==> src/rtl/pcm_mic_if.sv <==
// Signal bundle between the PCM mic control FSM / microphone and the deserializer.
// The master side drives enable, frame clear and serial data; the slave side returns BCLK, events and the sample.
interface pcm_mic_if #(
    parameter int DATA_BITS = 18
);
    logic                 en_bclk;
    logic                 reset_int;
    logic                 mic_data;
    logic                 bclk;
    logic                 count18;
    logic                 count32;
    logic [DATA_BITS-1:0] sample;
    logic                 sample_valid;

    modport master (
        output en_bclk, reset_int, mic_data,
        input  bclk, count18, count32, sample, sample_valid
    );

    modport slave (
        input  en_bclk, reset_int, mic_data,
        output bclk, count18, count32, sample, sample_valid
    );
endinterface

==> src/rtl/pcm_mic_deserializer.sv <==
// BCLK generator and MSB-first serial capture for a PCM microphone, returning COUNT18/COUNT32 events.
// Optional macro PCM_MIC_SYNC_EN inserts a 2-flop synchronizer on MIC_DATA (requires CLK_DIV >= 3).
module pcm_mic_deserializer #(
    parameter int CLK_DIV    = 25,
    parameter int DATA_BITS  = 18,
    parameter int FRAME_BITS = 32
) (
    input  logic     clk,
    input  logic     rst,
    pcm_mic_if.slave bus
);
    localparam int DIV_W = (CLK_DIV > 1) ? $clog2(CLK_DIV) : 1;

    logic [DIV_W-1:0]     div_reg;
    logic                 bclk_reg;
    logic [5:0]           bit_cnt_reg;
    logic [DATA_BITS-1:0] shift_reg;
    logic [DATA_BITS-1:0] sample_reg;
    logic                 count18_reg;
    logic                 count32_reg;
    logic                 valid_reg;

    logic                 data_bit;
    logic                 tick;
    logic                 rise;
    logic                 fall;
    logic                 capture;
    logic                 frame_end;
    logic [DATA_BITS-1:0] shift_next;

`ifdef PCM_MIC_SYNC_EN
    logic [1:0] sync_reg;

    always_ff @(posedge clk or posedge rst) begin
        if (rst) begin
            sync_reg <= '0;
        end else begin
            sync_reg <= {sync_reg[0], bus.mic_data};
        end
    end

    assign data_bit = sync_reg[1];
`else
    assign data_bit = bus.mic_data;
`endif

    // Events are only meaningful when running and not being cleared.
    always_comb begin
        tick       = bus.en_bclk && !bus.reset_int && (div_reg == DIV_W'(CLK_DIV - 1));
        rise       = tick && !bclk_reg;
        fall       = tick && bclk_reg;
        capture    = rise && (bit_cnt_reg == 6'(DATA_BITS - 1));
        frame_end  = fall && (bit_cnt_reg == 6'(FRAME_BITS));
        shift_next = {shift_reg[DATA_BITS-2:0], data_bit};
    end

    always_ff @(posedge clk or posedge rst) begin
        if (rst) begin
            div_reg     <= '0;
            bclk_reg    <= 1'b0;
            bit_cnt_reg <= '0;
            shift_reg   <= '0;
            sample_reg  <= '0;
            count18_reg <= 1'b0;
            count32_reg <= 1'b0;
            valid_reg   <= 1'b0;
        end else if (bus.reset_int) begin
            div_reg     <= '0;
            bclk_reg    <= 1'b0;
            bit_cnt_reg <= '0;
            shift_reg   <= '0;
            count18_reg <= 1'b0;
            count32_reg <= 1'b0;
            valid_reg   <= 1'b0;
        end else if (!bus.en_bclk) begin
            // Forced fall: bit count and partial sample survive the pause.
            div_reg     <= '0;
            bclk_reg    <= 1'b0;
            count18_reg <= 1'b0;
            count32_reg <= 1'b0;
            valid_reg   <= 1'b0;
        end else begin
            count18_reg <= 1'b0;
            count32_reg <= 1'b0;
            valid_reg   <= 1'b0;
            if (tick) begin
                div_reg  <= '0;
                bclk_reg <= !bclk_reg;
            end else begin
                div_reg  <= div_reg + 1'b1;
            end
            if (rise) begin
                shift_reg   <= shift_next;
                bit_cnt_reg <= bit_cnt_reg + 6'd1;
            end
            if (capture) begin
                sample_reg  <= shift_next;
                count18_reg <= 1'b1;
                valid_reg   <= 1'b1;
            end
            if (frame_end) begin
                count32_reg <= 1'b1;
                bit_cnt_reg <= '0;
            end
        end
    end

    assign bus.bclk         = bclk_reg;
    assign bus.count18      = count18_reg;
    assign bus.count32      = count32_reg;
    assign bus.sample       = sample_reg;
    assign bus.sample_valid = valid_reg;
endmodule

==> src/flat_wrapper.sv <==
// flat-port wrapper written by rule: the top's interface ports become plain ports
module pcm_mic_deserializer_flat 
#(
    parameter int CLK_DIV    = 25,
    parameter int DATA_BITS  = 18,
    parameter int FRAME_BITS = 32
)
  (clk, rst, bus_en_bclk, bus_reset_int, bus_mic_data, bus_bclk, bus_count18, bus_count32, bus_sample, bus_sample_valid);
  pcm_mic_if #(.DATA_BITS(DATA_BITS)) bus_i ();
  input  logic clk;
  input  logic rst;
  input wire logic [$bits(bus_i.en_bclk)-1:0] bus_en_bclk;
  input wire logic [$bits(bus_i.reset_int)-1:0] bus_reset_int;
  input wire logic [$bits(bus_i.mic_data)-1:0] bus_mic_data;
  output wire logic [$bits(bus_i.bclk)-1:0] bus_bclk;
  output wire logic [$bits(bus_i.count18)-1:0] bus_count18;
  output wire logic [$bits(bus_i.count32)-1:0] bus_count32;
  output wire logic [$bits(bus_i.sample)-1:0] bus_sample;
  output wire logic [$bits(bus_i.sample_valid)-1:0] bus_sample_valid;
  assign bus_i.en_bclk = bus_en_bclk;
  assign bus_i.reset_int = bus_reset_int;
  assign bus_i.mic_data = bus_mic_data;
  assign bus_bclk = bus_i.bclk;
  assign bus_count18 = bus_i.count18;
  assign bus_count32 = bus_i.count32;
  assign bus_sample = bus_i.sample;
  assign bus_sample_valid = bus_i.sample_valid;
  pcm_mic_deserializer #(.CLK_DIV(CLK_DIV), .DATA_BITS(DATA_BITS), .FRAME_BITS(FRAME_BITS)) u_core (.clk(clk), .rst(rst), .bus(bus_i));
endmodule
==> config.mk <==
export PLATFORM = sky130hd
export DESIGN_NAME = pcm_mic_deserializer_flat
export DESIGN_NICKNAME = d
export VERILOG_FILES = /design/src/rtl/pcm_mic_if.sv /design/src/rtl/pcm_mic_deserializer.sv /design/src/flat_wrapper.sv
export SDC_FILE = /design/constraint.sdc
export NUM_CORES = 1
export LEC_CHECK = 0
export BUFFER_PORTS_ARGS = -buffer_cell sky130_fd_sc_hd__buf_4
export CAP_MARGIN = 25
export CORE_MARGIN = 5
export CORE_UTILIZATION = 50
export DETAILED_ROUTE_END_ITERATION = 8
export PLACE_DENSITY = 0.83
export SKIP_CTS_REPAIR_TIMING = 1
export SYNTH_ARGS = -nofsm -noshare
export SYNTH_HDL_FRONTEND = slang
export SYNTH_SLANG_ARGS = --single-unit
==> constraint.sdc <==
create_clock -name clk -period 2.25 [get_ports clk]
set_clock_uncertainty 0.15 [all_clocks]
set_input_delay 0.1125 -clock clk [delete_from_list [all_inputs] [get_ports clk]]
set_output_delay 0.1125 -clock clk [all_outputs]
set_load 0.1 [all_outputs]
After elaboration in Yosys (flattened, before gate mapping)
Index checks and enable logic that the tools add are counted.
{"block": "totals", "regBits": 49, "inputBits": 5, "elab_cells": 47}
{"block": "classes", "add_sub_neg": 2, "eq_ne": 4, "muxes": 19, "n_bitwise": 1, "reduce_logical": 14}
{"cell": "$mux 17", "count": 3}
{"cell": "$mux 6", "count": 4}
{"cell": "$mux 5", "count": 3}
{"cell": "$mux 1", "count": 9}
{"cell": "$add 6x1->6 const B", "count": 1}
{"cell": "$eq 6x5->1 const B", "count": 1}
{"cell": "$eq 6x6->1 const B", "count": 1}
{"cell": "$logic_and 1x1->1", "count": 6}
{"cell": "$add 5x1->5 const B", "count": 1}
{"cell": "$eq 5x5->1 const B", "count": 1}
{"cell": "$reduce_and 2->1", "count": 2}
{"cell": "$reduce_bool 2->1", "count": 2}
{"cell": "$ne 3x1->1 const B", "count": 1}
{"cell": "$reduce_and 3->1", "count": 1}
{"cell": "$reduce_bool 3->1", "count": 1}
{"cell": "$logic_not 1->1", "count": 2}
{"cell": "$not 1->1", "count": 1}

Longest topological paths before layout
Gate-level depths: netlist of the first run.
{"block": "depth", "word_depth": 8, "mapped_depth": 7}

Worst setup path after synthesis of the first run
Ideal clock, no wire load.
{"block": "synth_path", "kind": "flip-flop to flip-flop", "from": "register u_core.bclk_reg (netlist: u_core.bus.bclk)", "to": "register u_core.sample_reg[0] (netlist: u_core.bus.sample[0])", "t_arrival_ns": 2.146, "t_required_ns": 1.975, "path_slack_ns": -0.172, "stages_incl_launch_ff": 5, "path_buffers": 2, "period_less_slack_ns": 2.422, "path_cell_list": "dfrtp_1 -> clkbuf_1 -> nor4_4 -> buf_6 -> mux2_2"}
{"block": "synth_between", "elab_chain_cells": 4}
{"item": "start: declaration", "line": "pcm_mic_deserializer.sv:15", "source": "logic bclk_reg;"}
{"item": "start signal: assignment", "line": "pcm_mic_deserializer.sv:88", "source": "bclk_reg <= !bclk_reg;"}
{"item": "$logic_not 1->1", "line": "pcm_mic_deserializer.sv:50", "source": "rise = tick && !bclk_reg;"}
{"item": "$logic_and 1x1->1", "line": "pcm_mic_deserializer.sv:50"}
{"item": "$logic_and 1x1->1", "line": "pcm_mic_deserializer.sv:52", "source": "capture = rise && (bit_cnt_reg == 6'(DATA_BITS - 1));"}
{"item": "$reduce_and 3->1 (no line)"}
{"item": "end signal: assignment", "line": "pcm_mic_deserializer.sv:97", "source": "sample_reg <= shift_next;"}
{"item": "end: declaration", "line": "pcm_mic_deserializer.sv:18", "source": "logic [DATA_BITS-1:0] sample_reg;"}
No other way between the ends.
A chain may end at the register's enable or synchronous reset.

Worst setup path in the final report of the first run
{"block": "layout_path", "from": "register u_core.div_reg[0]", "to": "register u_core.sample_reg[15] (netlist: u_core.bus.sample[15])"}
{"block": "layout_between", "elab_chain_cells": 5}
{"item": "start: declaration", "line": "pcm_mic_deserializer.sv:14", "source": "logic [DIV_W-1:0] div_reg;"}
{"item": "start signal: assignment", "line": "pcm_mic_deserializer.sv:90", "source": "div_reg <= div_reg + 1'b1;"}
{"item": "$eq 5x5->1", "line": "pcm_mic_deserializer.sv:49", "source": "tick = bus.en_bclk && !bus.reset_int && (div_reg == DIV_W'(CLK_DIV - 1));"}
{"item": "$logic_and 1x1->1", "line": "pcm_mic_deserializer.sv:49"}
{"item": "$logic_and 1x1->1", "line": "pcm_mic_deserializer.sv:50"}
{"item": "$logic_and 1x1->1", "line": "pcm_mic_deserializer.sv:52"}
{"item": "$reduce_and 3->1 (no line)"}
No other way between the ends.

==> reports/qor.yml, run 1 <==
timing:
  final_max_slew_viol_count: 0
  whs_ns: 0.228
  maxSlewHeadroom_pct: 67.9
  setup_viol: 0
  hold_viol_final: 0
  max_freq_mhz: 480
  layout_min_cycle_time_ns: 2.09
  tns_ns: 0
  tightest_slew_ns: 0.480
  rsz0062_at_grt: "false"
  finalCritPeriodShare_pct: 92.7
layout:
  nNetsFinal: 231
  area_growth_syn_to_layout_pct: 19.6
  largest_reg_flops: 18
  fill_cells: 318
  antenna_cells: 0
  drive_gt1_share_pct: 28.4
  fin_area_um2: 2550
logic_synthesis:
  async_flop_share_pct: 100
  synth_cell_types: 29
  seq_area_frac_synth_pct: 57.6
  yosysWarnings: 0
  netlist_top_cells_count: "49 x dfrtp_1, 23 x nand2_1, 19 x nand2b_1, 18 x mux2_2, 18 x o21ai_0"
  ys.flop_type: "dfrtp_1"
  synth_fp_nets: 198
  yosysTopAreaCellShare_pct: 57.6
  yosysTopAreaCell: "dfrtp_1"
  netlist_instances: 188
  netlist_area_um2: 2130
  synth_area_leaders: "dfrtp_1 58%, mux2_2 9.5%, nand2b_1 5.6%, o21ai_0 4.2%, nand2_1 4.1%"
  synth_edf_count: 0
  ys_ff_latch: 49
  syn_area_per_cell_um2: 11.3
  yosysMostFrequentCell: "dfrtp_1"
power_and_ir_drop:
  power.leakage_nw: 1.20
  p_total_w: 0.00156
  power.density_nw_per_um2: 613
  p_int_w: 0.00124
  clock_power_share_pct: 39.8
  seqPwrFrac_pct: 56.8
  peakVddDrop_mv: 0.350
  combinationalPowerShare_pct: 3.3
  p_sw_share_pct: 20.8
  p_switching_w: 0.000325
floorplan:
  dieArea_um2: 5660
  die_h_um: 75.3
  fp.dieW_um: 75.3
  design.core.area_um2: 4060
  core.rowCount: 23
  io_pins: 27
  start_util_pct: 52.5
detailed_routing:
  vias: 1442
  routed_wl_um: 3760
  drt-initial-drc-count: 87
  wl_per_cell_um: 13.8
  dr.pass1.iters: 4
  drt.antenna.violating_nets: 0
  drc: 0
  routed_via_density: 5.30
hold_path:
  hp-class: "primary input to async pin"
clock_network:
  cts_tree: "yes"
  htreeDepth: 2
  ctsRootBufferMaster: "clkbuf_8"
  cts_buffer_depth: 2
  cts_buffers: 5
  clkSinkCount: 49
  path_clk_slew_ns: 0.09
  clock_latency_ns: 0.31
worst_setup_path:
  critPathCaptureType: "flip-flop"
  critPathRequiredTime_ns: 2.30
  cp_slowest_cell: "dfrtp_1"
  path_cells: "inv_1 > ha_1 > and4b_2 > nand2_4 > nor4_4 > buf_12 > mux2_2"
  max_stage_delay_ns: 0.41
  cp_top_family: "simple AND/OR/NAND/NOR gates"
  crit_fanout: 19
  cp.buffers_inverters: 2
  crit_arrival_ns: 2.13
  worstSetupPathType: "flip-flop to flip-flop"
  crit_path_start_kind: "flip-flop"
global_route:
  grtUsageMet2_pct: 23.7
  overflow: 0
  antenna_found_initial: 0
  grt_max_degree: 35
  grtUsageMet3_pct: 4.14
  first_global_vias: 1376
  grt_pass1_wl_um: 6580
  grt_use_total_pct: 15.8
  grt.busiest_layer: "met2"
  met1_usage_pct: 21.3
outcome:
  outcome: "finished, final reports clean"
placed_design:
  gp_congestion: 0.753
  io_buffer_count: 26
  place.detailed.hpwl_um: 2520
  dpl_cell_area_um2: 2390
flow_run:
  drv_cap: 0
==> cells by family after synthesis <==
group                    share of synthesized area, %
AND/OR/NAND/NOR                                  18.9
XOR/XNOR                                         2.47
multiplexers                                     9.52
flip-flops                                       57.6
AO/OA/AOI/OAI                                    5.58
adder cells (fa/ha/maj)                          2.94
buffers and inverters                            3.00
==> tightest hold or removal path, cell delays in order <==
cell,delay [ns]
dlygate4sd3_1,0.53
buf_4,0.13
inv_2,0.35
==> cells in the final DEF, fill, tap and decap left out, types with 2 or more instances in the layout <==
| master | count |
|---|---|
| dfrtp_1 | 48 |
| buf_4 | 29 |
| nand2_1 | 23 |
| nand2b_1 | 19 |
| o21ai_0 | 18 |
| mux2_2 | 18 |
| nor2_1 | 10 |
| nand3_1 | 6 |
| inv_1 | 5 |
| ha_1 | 5 |
| clkbuf_8 | 5 |
| dlygate4sd3_1 | 4 |
| xor2_1 | 3 |
| xnor2_1 | 3 |
| nand4_1 | 3 |
| or3_1 | 2 |
| a31oi_1 | 2 |
==> per-layer routing <==
metal | vias up | part of all wire, %
met4 | 0 | 2.5
li1 | 700 | -
met5 | - | 0
met1 | 700 | 46
met2 | 32 | 47
met3 | 10 | 4.4
==> power groups by stage <==
stage / combinational (W) / clock, W / sequential, W
detailed placement: 0.0000484 / 0 / 0.000905
floorplan: 0.0000303 / 0 / 0.000904
CTS: 0.0000483 / 0.000648 / 0.000887
finish: 0.0000522 / 0.000622 / 0.000887
global route: 0.0000600 / 0.000681 / 0.000888
global placement: 0.0000472 / 0 / 0.000905
==> metrics by stage <==
step	worst slack [ns]	instances	util, %
3_5_place_dp	0.177	260	59.0
2_1_floorplan	0.0157	188	-
6_report	0.165	272	62.8
4_1_cts	0.161	268	61.8
3_3_place_gp	0.220	260	59.0
5_1_grt	0.103	272	62.8
==> cell type report <==
cell class              count  area (µm²)  share of cell area [%]
well taps                  50        62.6                    2.46
clock inverters             3        43.8                    1.72
multi-input cells         125         845                    33.2
flip-flops and latches     49        1230                    48.2
repair buffers             34         278                    10.9
inverters                   6        22.5                   0.884
clock buffers               5        68.8                    2.70
==> path summary, 6_finish.rpt <==
check | from | endpoint | slack, ns | cells past startpoint
setup reg to reg | u_core.div_reg[0] | u_core.bus.sample[15] | 0.16 | 7
setup / recovery | u_core.div_reg[0] | u_core.bus.sample[15] | 0.16 | 7
max in group asynchronous | rst | u_core.bit_cnt_reg[1] | 1.16 | 4
hold / removal | rst | u_core.bus.sample[7] | 0.23 | 3
min in group clk | u_core.div_reg[0] | u_core.div_reg[0] | 0.33 | 1
hold reg to reg | u_core.div_reg[0] | u_core.div_reg[0] | 0.33 | 1
(Power assumes the default switching activity.)
==> run 2: changes to the inputs <==
--- a/config.mk
+++ b/config.mk
@@ -5,12 +5,15 @@
 export SDC_FILE = /design/constraint.sdc
 export NUM_CORES = 1
 export LEC_CHECK = 0
+export ABC_AREA = 1
 export BUFFER_PORTS_ARGS = -buffer_cell sky130_fd_sc_hd__buf_4
 export CAP_MARGIN = 25
 export CORE_MARGIN = 5
 export CORE_UTILIZATION = 50
 export DETAILED_ROUTE_END_ITERATION = 8
+export HOLD_SLACK_MARGIN = 0.06
 export PLACE_DENSITY = 0.83
+export REMOVE_ABC_BUFFERS = 1
 export SKIP_CTS_REPAIR_TIMING = 1
 export SYNTH_ARGS = -nofsm -noshare
 export SYNTH_HDL_FRONTEND = slang
==> reports/qor.yml, run 2 <==
logic_synthesis:
  async_flop_share_pct: 100  # unchanged
  ys.flop_type: "dfrtp_1"  # unchanged
  synth_cell_types: 26  # was 29
  synth_area_leaders: "dfrtp_1 54%, o21ai_2 6.9%, o22ai_2 5.5%, inv_1 4.9%, nand2_1 3.8%"  # was dfrtp_1 58%, mux2_2 9.5%, nand2b_1 5.6%, o21ai_0 4.2%, nand2_1 4.1%
  syn_area_per_cell_um2: 10.8  # was 11.3 µm²
  yosysWarnings: 0  # unchanged
  netlist_instances: 212  # was 188
  yosysTopAreaCellShare_pct: 53.6  # was 57.6%
  yosysTopAreaCell: "dfrtp_1"  # unchanged
  ys_ff_latch: 49  # unchanged
  seq_area_frac_synth_pct: 53.6  # was 57.6%
  netlist_area_um2: 2290  # was 2130 µm²
  yosysMostFrequentCell: "dfrtp_1"  # unchanged
  synth_edf_count: 0  # unchanged
  netlist_top_cells_count: "49 x dfrtp_1, 30 x inv_1, 23 x nand2_1, 18 x o21ai_2, 16 x nand3_1"  # was 49 x dfrtp_1, 23 x nand2_1, 19 x nand2b_1, 18 x mux2_2, 18 x o21ai_0
floorplan:
  die_h_um: 77.7  # was 75.3 µm
  core.rowCount: 24  # was 23
  start_util_pct: 52.2  # was 52.5%
  dieArea_um2: 6030  # was 5660 µm²
  io_pins: 27  # unchanged
  fp.dieW_um: 77.7  # was 75.3 µm
  design.core.area_um2: 4380  # was 4060 µm²
worst_setup_path:
  worstSetupPathType: "flip-flop to flip-flop"  # unchanged
  crit_arrival_ns: 1.91  # was 2.13 ns
  crit_fanout: 37  # was 19
  critPathCaptureType: "flip-flop"  # unchanged
  critPathRequiredTime_ns: 2.27  # was 2.30 ns
  crit_path_start_kind: "flip-flop"  # unchanged
timing:
  tightest_slew_ns: 0.543  # was 0.480 ns
  tns_ns: 0  # unchanged
  setup_viol: 0  # unchanged
  hold_viol_final: 0  # unchanged
  maxSlewHeadroom_pct: 63.8  # was 67.9%
  max_freq_mhz: 530  # was 480 MHz
  rsz0062_at_grt: "false"  # unchanged
  finalCritPeriodShare_pct: 83.9  # was 92.7%
  layout_min_cycle_time_ns: 1.89  # was 2.09 ns
  whs_ns: 0.0434  # was 0.228 ns
  final_max_slew_viol_count: 0  # unchanged
placed_design:
  dpl_cell_area_um2: 2490  # was 2390 µm²
  io_buffer_count: 26  # unchanged
  gp_congestion: 0.859  # was 0.753
  numPlacedInstances: 286  # was 260
  place.detailed.hpwl_um: 2660  # was 2520 µm
detailed_routing:
  routed_via_density: 4.99  # was 5.30
  routed_wl_um: 3930  # was 3760 µm
  drc: 0  # unchanged
  wl_per_cell_um: 13.2  # was 13.8 µm
  vias: 1481  # was 1442
  drt-initial-drc-count: 108  # was 87
  drt.antenna.violating_nets: 0  # unchanged
  dr.pass1.iters: 4  # unchanged
power_and_ir_drop:
  peakVddDrop_mv: 0.351  # was 0.350 mV
  power.leakage_nw: 1.27  # was 1.20 nW
  p_total_w: 0.00158  # was 0.00156 W
  p_sw_share_pct: 20.4  # was 20.8%
  seqPwrFrac_pct: 55.7  # was 56.8%
  p_switching_w: 0.000323  # was 0.000325 W
  power.density_nw_per_um2: 601  # was 613 nW/µm²
  combinationalPowerShare_pct: 3.7  # was 3.3%
  clock_power_share_pct: 40.6  # was 39.8%
  p_int_w: 0.00126  # was 0.00124 W
layout:
  fin_cells: 297  # was 272
  antenna_cells: 0  # unchanged
  drive_gt1_share_pct: 37.1  # was 28.4%
  nNetsFinal: 254  # was 231
  area_growth_syn_to_layout_pct: 15.2  # was 19.6%
  layout_commonest_cell: "dfrtp_1"  # unchanged
  fin_area_um2: 2640  # was 2550 µm²
  fill_cells: 353  # was 318
  final_cell_mix: "49 x dfrtp_1, 29 x inv_1, 29 x buf_4"  # was 48 x dfrtp_1, 29 x buf_4, 23 x nand2_1
  largest_reg_flops: 18  # unchanged
clock_network:
  path_clk_slew_ns: 0.09  # about the same
  cts_buffers: 5  # unchanged
  cts_tree: "yes"  # unchanged
  cts_buffer_depth: 2  # unchanged
  ctsRootBufferMaster: "clkbuf_8"  # unchanged
  clkSinkCount: 49  # unchanged
  htreeDepth: 2  # unchanged
  clock_latency_ns: 0.29  # was 0.31 ns
outcome:
  outcome: "finished, final reports clean"  # unchanged
global_route:
  overflow: 0  # unchanged
  grt_use_total_pct: 13.4  # was 15.8%
  first_global_vias: 1449  # was 1376
  grt_max_degree: 38  # was 35
  grt_pass1_wl_um: 6600  # was 6580 µm
  antenna_found_initial: 0  # unchanged
hold_path:
  hp-class: "primary input to flip-flop"  # was primary input to async pin
flow_run:
  drv_cap: 0  # unchanged
==> run 2: cell types whose count changed in the layout (fill, tap and decap cells not counted), sizes merged, moves of 2 or more <==
cell	before	now
inv	7	37
nand2b	19	0
mux2	18	0
o22ai	0	17
nand2	24	38
nand3	6	17
a31oi	2	0
nor2	10	12
nor4	2	0
or3	2	0
==> run 2: final cells by class <==
cell class	count	area, µm²	share of cell area (%)
Sequential cell	49	1230	46.5
Multi-Input combinational cell	119	833	31.6
Timing Repair Buffer	32	248	9.39
Inverter	37	146	5.55
Clock buffer	6	82.6	3.13
Tap cell	52	65.1	2.47
Clock inverter	2	37.5	1.42
==> run 2: worst max-delay path: stages (launching register included) <==
cell and delay (ns):
dfrtp_1 0.42, inv_1 0.07, ha_1 0.17, nand2_1 0.09
nor2_4 0.14, nand3_4 0.08, inv_4 0.08, nand2_4 0.28
nand2_1 0.19, o21ai_2 0.07
==> run 2: path summary, 6_finish.rpt <==
check                                            from               endpoint  slack, ns  cells past startpoint
worst max-delay path                u_core.div_reg[0]  u_core.bus.sample[14]       0.36                      9
worst min-delay path                      bus_en_bclk     u_core.bus.count32       0.04                      5
worst max register to register      u_core.div_reg[0]  u_core.bus.sample[14]       0.36                      9
worst min register to register  u_core.bus.sample[12]  u_core.bus.sample[12]       0.34                      2
max in group asynchronous                         rst  u_core.bus.sample[14]       1.24                      4
min in group asynchronous                         rst  u_core.bit_cnt_reg[2]       0.17                      3
==> run 2: stage by stage <==
step                utilization [%]  worst slack, ns
floorplan                         -           0.0210
global placement               56.8            0.448
detailed placement             56.8            0.386
CTS                            59.5            0.361
global route                   60.2            0.229
finish                         60.2            0.363
==> run 2: routing by layer <==
layer	wire length [µm]	up-vias	global-route usage, %	part of all wire, %
met2	1960	36	22.3	50
met1	1720	700	16.4	44
met5	0	-	0	0
met4	46	0	4.98	1.2
met3	195	5	4.17	5.0
li1	-	740	-	-
==> run 2: cell families (layout without fill, tap and decap cells) <==
kind of cell             count (synthesis)  in the layout  share of synthesized area (%)
AO/OA/AOI/OAI                           38             38                           15.0
XOR/XNOR                                 5              5                           1.91
adder cells (fa/ha/maj)                  5              5                           2.73
buffers and inverters                   44             77                           10.1
flip-flops                              49             49                           53.6
AND/OR/NAND/NOR                         71             71                           16.7
==> run 2: power by group through the flow <==
stage / Sequential, W / Clock [W] / Combinational [W]
floorplan: 0.000900 / 0 / 0.0000355
global placement: 0.000900 / 0 / 0.0000535
detailed placement: 0.000901 / 0 / 0.0000551
CTS: 0.000883 / 0.000654 / 0.0000550
global route: 0.000884 / 0.000700 / 0.0000657
finish: 0.000883 / 0.000644 / 0.0000581
